$ cat src/rtl/pc_predict_unit.sv
// Fetch PC register with direct-mapped BTB and 2-bit counters; next PC and flushes are same-cycle combinational.
// Mispredict redirects override stall. Prediction lookup reads the BTB before any same-cycle update.
module pc_predict_unit #(
  parameter int               WIDTH     = 32,
  parameter int               BTB_DEPTH = 16,
  parameter logic [WIDTH-1:0] RESET_PC  = '0
) (
  input  logic             clock,
  input  logic             reset_n,
  input  logic             start,
  input  logic             stall,
  input  logic             jump_valid,
  input  logic [WIDTH-1:0] jump_target,
  input  logic             res_valid,
  input  logic [WIDTH-1:0] res_pc,
  input  logic             res_taken,
  input  logic [WIDTH-1:0] res_target,
  input  logic             res_pred_taken,
  input  logic [WIDTH-1:0] res_pred_target,
  output logic [WIDTH-1:0] fetch_pc,
  output logic             pred_taken,
  output logic [WIDTH-1:0] pred_target,
  output logic             flush_branch,
  output logic             flush_jump,
  output logic             running,
  output logic [WIDTH-1:0] branch_count,
  output logic [WIDTH-1:0] mispredict_count
);
  localparam int IDX_W = $clog2(BTB_DEPTH);
  localparam int TAG_W = WIDTH - IDX_W;

  logic [WIDTH-1:0]     fetch_pc_q, fetch_pc_d;
  logic                 running_q, running_d;
  logic [WIDTH-1:0]     branch_cnt_q, branch_cnt_d;
  logic [WIDTH-1:0]     mispred_cnt_q, mispred_cnt_d;

  logic [BTB_DEPTH-1:0] valid_q;
  logic [TAG_W-1:0]     tag_q [BTB_DEPTH];
  logic [WIDTH-1:0]     tgt_q [BTB_DEPTH];
  logic [1:0]           ctr_q [BTB_DEPTH];

  logic [IDX_W-1:0]     rd_idx, wr_idx;
  logic [TAG_W-1:0]     wr_tag;
  logic                 rd_hit, wr_hit, upd_en, mispredict;
  logic [1:0]           ctr_upd;

  assign rd_idx      = fetch_pc_q[IDX_W-1:0];
  assign rd_hit      = valid_q[rd_idx] && (tag_q[rd_idx] == fetch_pc_q[WIDTH-1:IDX_W]);
  assign pred_taken  = rd_hit && ctr_q[rd_idx][1];
  assign pred_target = pred_taken ? tgt_q[rd_idx] : '0;

  assign wr_idx = res_pc[IDX_W-1:0];
  assign wr_tag = res_pc[WIDTH-1:IDX_W];
  assign wr_hit = valid_q[wr_idx] && (tag_q[wr_idx] == wr_tag);
  assign upd_en = res_valid && running_q;

  // A correctly predicted direction with a stale target still counts as a mispredict.
  assign mispredict = upd_en &&
                      ((res_taken != res_pred_taken) ||
                       (res_taken && res_pred_taken && (res_target != res_pred_target)));

  assign flush_branch = mispredict;
  assign flush_jump   = jump_valid && running_q && !stall && !mispredict;

  always_comb begin
    ctr_upd = ctr_q[wr_idx];
    if (res_taken) begin
      if (ctr_q[wr_idx] != 2'd3) ctr_upd = ctr_q[wr_idx] + 2'd1;
    end else if (ctr_q[wr_idx] != 2'd0) begin
      ctr_upd = ctr_q[wr_idx] - 2'd1;
    end
  end

  always_comb begin
    fetch_pc_d    = fetch_pc_q;
    running_d     = running_q | start;
    branch_cnt_d  = branch_cnt_q;
    mispred_cnt_d = mispred_cnt_q;
    if (running_q) begin
      if (mispredict)      fetch_pc_d = res_taken ? res_target : res_pc + WIDTH'(1);
      else if (flush_jump) fetch_pc_d = jump_target;
      else if (stall)      fetch_pc_d = fetch_pc_q;
      else if (pred_taken) fetch_pc_d = pred_target;
      else                 fetch_pc_d = fetch_pc_q + WIDTH'(1);
      if (res_valid)  branch_cnt_d  = branch_cnt_q + WIDTH'(1);
      if (mispredict) mispred_cnt_d = mispred_cnt_q + WIDTH'(1);
    end
  end

  always_ff @(posedge clock) begin
    if (!reset_n) begin
      fetch_pc_q    <= RESET_PC;
      running_q     <= 1'b0;
      branch_cnt_q  <= '0;
      mispred_cnt_q <= '0;
      valid_q       <= '0;
    end else begin
      fetch_pc_q    <= fetch_pc_d;
      running_q     <= running_d;
      branch_cnt_q  <= branch_cnt_d;
      mispred_cnt_q <= mispred_cnt_d;
      if (upd_en) begin
        if (wr_hit) begin
          ctr_q[wr_idx] <= ctr_upd;
          if (res_taken) tgt_q[wr_idx] <= res_target;
        end else if (res_taken) begin
          valid_q[wr_idx] <= 1'b1;
          tag_q[wr_idx]   <= wr_tag;
          tgt_q[wr_idx]   <= res_target;
          ctr_q[wr_idx]   <= 2'd2;
        end
      end
    end
  end

  assign fetch_pc         = fetch_pc_q;
  assign running          = running_q;
  assign branch_count     = branch_cnt_q;
  assign mispredict_count = mispred_cnt_q;
endmodule

$ cat config.mk
export PLATFORM = sky130hd
export DESIGN_NAME = pc_predict_unit
export DESIGN_NICKNAME = d
export VERILOG_FILES = /design/src/rtl/pc_predict_unit.sv
export SDC_FILE = /design/constraint.sdc
export NUM_CORES = 1
export LEC_CHECK = 0
export CORE_MARGIN = 2
export CORE_UTILIZATION = 30
export CTS_CLUSTER_SIZE = 28
export DETAILED_ROUTE_END_ITERATION = 16
export GPL_TIMING_DRIVEN = 0
export MAX_ROUTING_LAYER = met4
export SYNTH_ARGS = -nofsm -noshare
export SYNTH_HDL_FRONTEND = slang
export SYNTH_SLANG_ARGS = --single-unit
$ cat constraint.sdc
create_clock -name clock -period 7.9 [get_ports clock]
set_input_delay 1.185 -clock clock [delete_from_list [all_inputs] [get_ports clock]]
set_output_delay 1.185 -clock clock [all_outputs]
set_load 0.01 [all_outputs]
==> out/results.ini <==
[sta]
fmax_mhz = 124.5
final.min_clock_period_ns = 8.030
finalCritPeriodShare = 1.016
rsz0062_at_grt = false
finalHoldViolations = 0
fin_ws_ns = -0.1297
tightestPinTransition_ns = 1.321
drv_slew = 0
slew_headroom = 0.1193
finClkSkew_ns = 0.07365
setup_viol = 3

[global_routing]
grt_pass1_vias = 32170
grt_max_degree = 27
antenna_found_initial = 20
grtUsageTotal = 0.2306
grt_pass1_wl_um = 267900
grt-ovfl-total = 0

[cells_and_area]
area_growth_pct = 19.84
final_cells = 5810
drive_above_1_share = 0.2184
fin_util = 0.3616
nets = 3630

[die]
num_rows = 151
start_util = 0.3017
io_pins = 268
die_w_um = 416.6
die_h_um = 416.6
die_area_sq_um = 173600
coreArea_sq_um = 169300

[hold_path]
min_path_type = reg2reg

[detailed_routing]
routed_wl_um = 198100
vias_per_cell = 5.685
drc_errors = 0
drt_iter0_drc = 4656
wl_per_cell_um = 34.10
ant_nets = 0
drt_first_pass_iters = 6
vias = 33030

[clocking]
clk_latency_ns = 0.80
postCtsHoldBufs = 0
cts_root_buf = clkbuf_16
cts_made_buffers = 116
clock-sinks = 1109
h-tree-depth = 3
cts.path.max_buffers = 3
cts_tree = built
clk_pin_slew_ns = 0.06

[synthesis]
post-synth-top-count-cell = edfxtp_1
synthFlopType = edfxtp_1
yosysSeqAreaShare = 0.6291
yosys_warnings = 0
synth_edf_count = 992
netlist_area_sq_um = 51070
synth_cell_type_count = 96
synth_cells = 3058
synthTopCellsByArea = edfxtp_1 (58%), mux4_2 (17%), dfxtp_1 (4.6%)
synth_top_area_frac = 0.5832
syn_area_per_cell_sq_um = 16.70
ys_ff_latch = 1109
synth_top_cell_by_area = edfxtp_1
synthTopCellsByCount = edfxtp_1 (992), mux4_2 (387), nand2_1 (189)
synth_nets = 3202
async_flop_share = 0

[worst_setup_path]
r2r_setup_slack_ns = 2.18
cp-endpoint = pred_target[16]
arrival_ns = 6.84
rr_worst_depth = 15
cp_max_fo = 10
crit-reg2reg-capture = fetch_pc[12]$_SDFFE_PN0N_
crit_required_ns = 6.71
crit_path_end_kind = primary output
setup.worst_path.class = reg2out
start_kind = flip-flop

[placement]
placedCellCount = 5589
hpwlAfterDp_um = 145100
gp_congestion = 0.9774
portBuffers = 266

[pwr]
intPower_mw = 9.946
pwr-share-clk = 0.407
pwr-share-seq = 0.483
combinationalPowerShare = 0.111
switching_share = 0.2560
p_per_area_nw_per_um2 = 218.4
power.switching_mw = 3.423
p_leak_nw = 19.23
vdd_drop_max_mv = 0.1846

[flow_run]
maxCapViolCount = 0

[status]
violations = negative setup slack
outcome = complete, but fails checks

-- sequential cells by signal (all words and copies together), names as in the netlist, named ones only --
name,cells
tgt_q,512
tag_q,448
branch_count,32
ctr_q,32
fetch_pc,32
mispredict_count,32
valid_q,16
running,1
-- power by group through the flow --
stage	registers [mW]	logic (mW)	clock network (mW)
after floorplan	6.56	0.757	0
after global placement	6.57	1.45	0
after detailed placement	6.57	1.46	0
after CTS	6.45	1.47	5.50
after global routing	6.45	1.53	5.73
final	6.45	1.48	5.43
-- cells by family (layout without fill, tap and decap cells) --
group	Yosys count	count (layout)	share of synthesized area
mux	518	518	0.2011
flops	1109	1109	0.6291
compound gates	314	314	0.04272
fa+ha+maj	8	8	0.001960
simple gates	686	686	0.07065
buf+inv	246	769	0.02393
xor+xnor	177	177	0.03050
other cells	0	11	0
-- through the flow --
step	TNS [ns]	total power [mW]	hold WS (ns)	setup WS [ns]	cell area, sq um
floorplan	0	7.313	0.4381	2.037	51070
global placement	-716.50	8.028	0.4511	-4.163	56510
detailed placement	-25.30	8.035	0.4616	-0.4136	57420
CTS	0	13.42	0.4755	0.05432	61170
global route	0	13.70	0.5027	0.04547	61200
finish	-0.2926	13.37	0.4815	-0.1297	61210
-- worst min-delay path by stage --
stage / from / cells after the start / endpoint
2_1_floorplan: valid_q[10]$_SDFFE_PN0P_ / 1 / valid_q[10]$_SDFFE_PN0P_
3_3_place_gp: valid_q[15]$_SDFFE_PN0P_ / 1 / valid_q[15]$_SDFFE_PN0P_
3_5_place_dp: valid_q[13]$_SDFFE_PN0P_ / 1 / valid_q[13]$_SDFFE_PN0P_
4_1_cts: valid_q[13]$_SDFFE_PN0P_ / 1 / valid_q[13]$_SDFFE_PN0P_
5_1_grt: valid_q[15]$_SDFFE_PN0P_ / 1 / valid_q[15]$_SDFFE_PN0P_
6_report: valid_q[14]$_SDFFE_PN0P_ / 1 / valid_q[14]$_SDFFE_PN0P_
-- cell type report --
type	count	area [sq um]
Fill cell	15940	108100
Sequential cell	1109	32130
Multi-Input combinational cell	1703	17840
Timing Repair Buffer	313	3475
Clock buffer	144	3018
Tap cell	2218	2775
Buffer	198	1060
Clock inverter	69	710.7
Inverter	45	168.9
Antenna cell	11	27.53
-- worst max-delay path, stage by stage, from the launching register on --
cell	delay, ns
dfxtp_1	0.40
buf_2	0.25
buf_4	0.31
buf_2	0.52
mux2i_1	0.16
a22oi_1	0.51
a21oi_1	0.15
o41ai_1	0.94
o2111ai_1	0.24
or3_1	0.45
buf_2	0.23
or2_2	0.38
nor3b_1	0.85
clkdlybuf4s50_1	0.70
-- cells in the final DEF, fill, tap and decap left out, drive strengths merged, types with 9 or more instances in the layout --
cell / n
o22ai: 12
a21o: 19
nand3: 72
nor2b: 28
clkinv: 56
mux2: 30
clkbuf: 240
clkdlybuf4s50: 266
mux2i: 89
a22o: 9
or3: 31
a211oi: 17
nand2b: 15
o21ai: 71
and2: 35
xor2: 105
a31oi: 9
o211ai: 25
nand2: 189
xnor2: 72
a221oi: 10
edfxtp: 992
dfxtp: 117
o31ai: 9
and3: 65
a21oi: 46
nor3: 34
nor2: 106
buf: 147
a22oi: 19
nor4: 30
inv: 47
and4: 13
mux4: 399
diode: 11
nand4: 42
-- repair_timing --
item / in CTS / in global routing
buffers inserted: 0 / 0
endpoints found under the setup margin: 17 / 5
gates resized for setup: 11 / 2
-- layer usage --
layer  track usage  vias up  part of all wire
met1        0.2774    17440              0.37
li1              -    13270                 -
met2        0.3818     1942              0.50
met5             -        -                 0
met3       0.03431      376             0.081
met4        0.1084        0             0.057
Note: power is estimated with default switching activity, not from simulation.
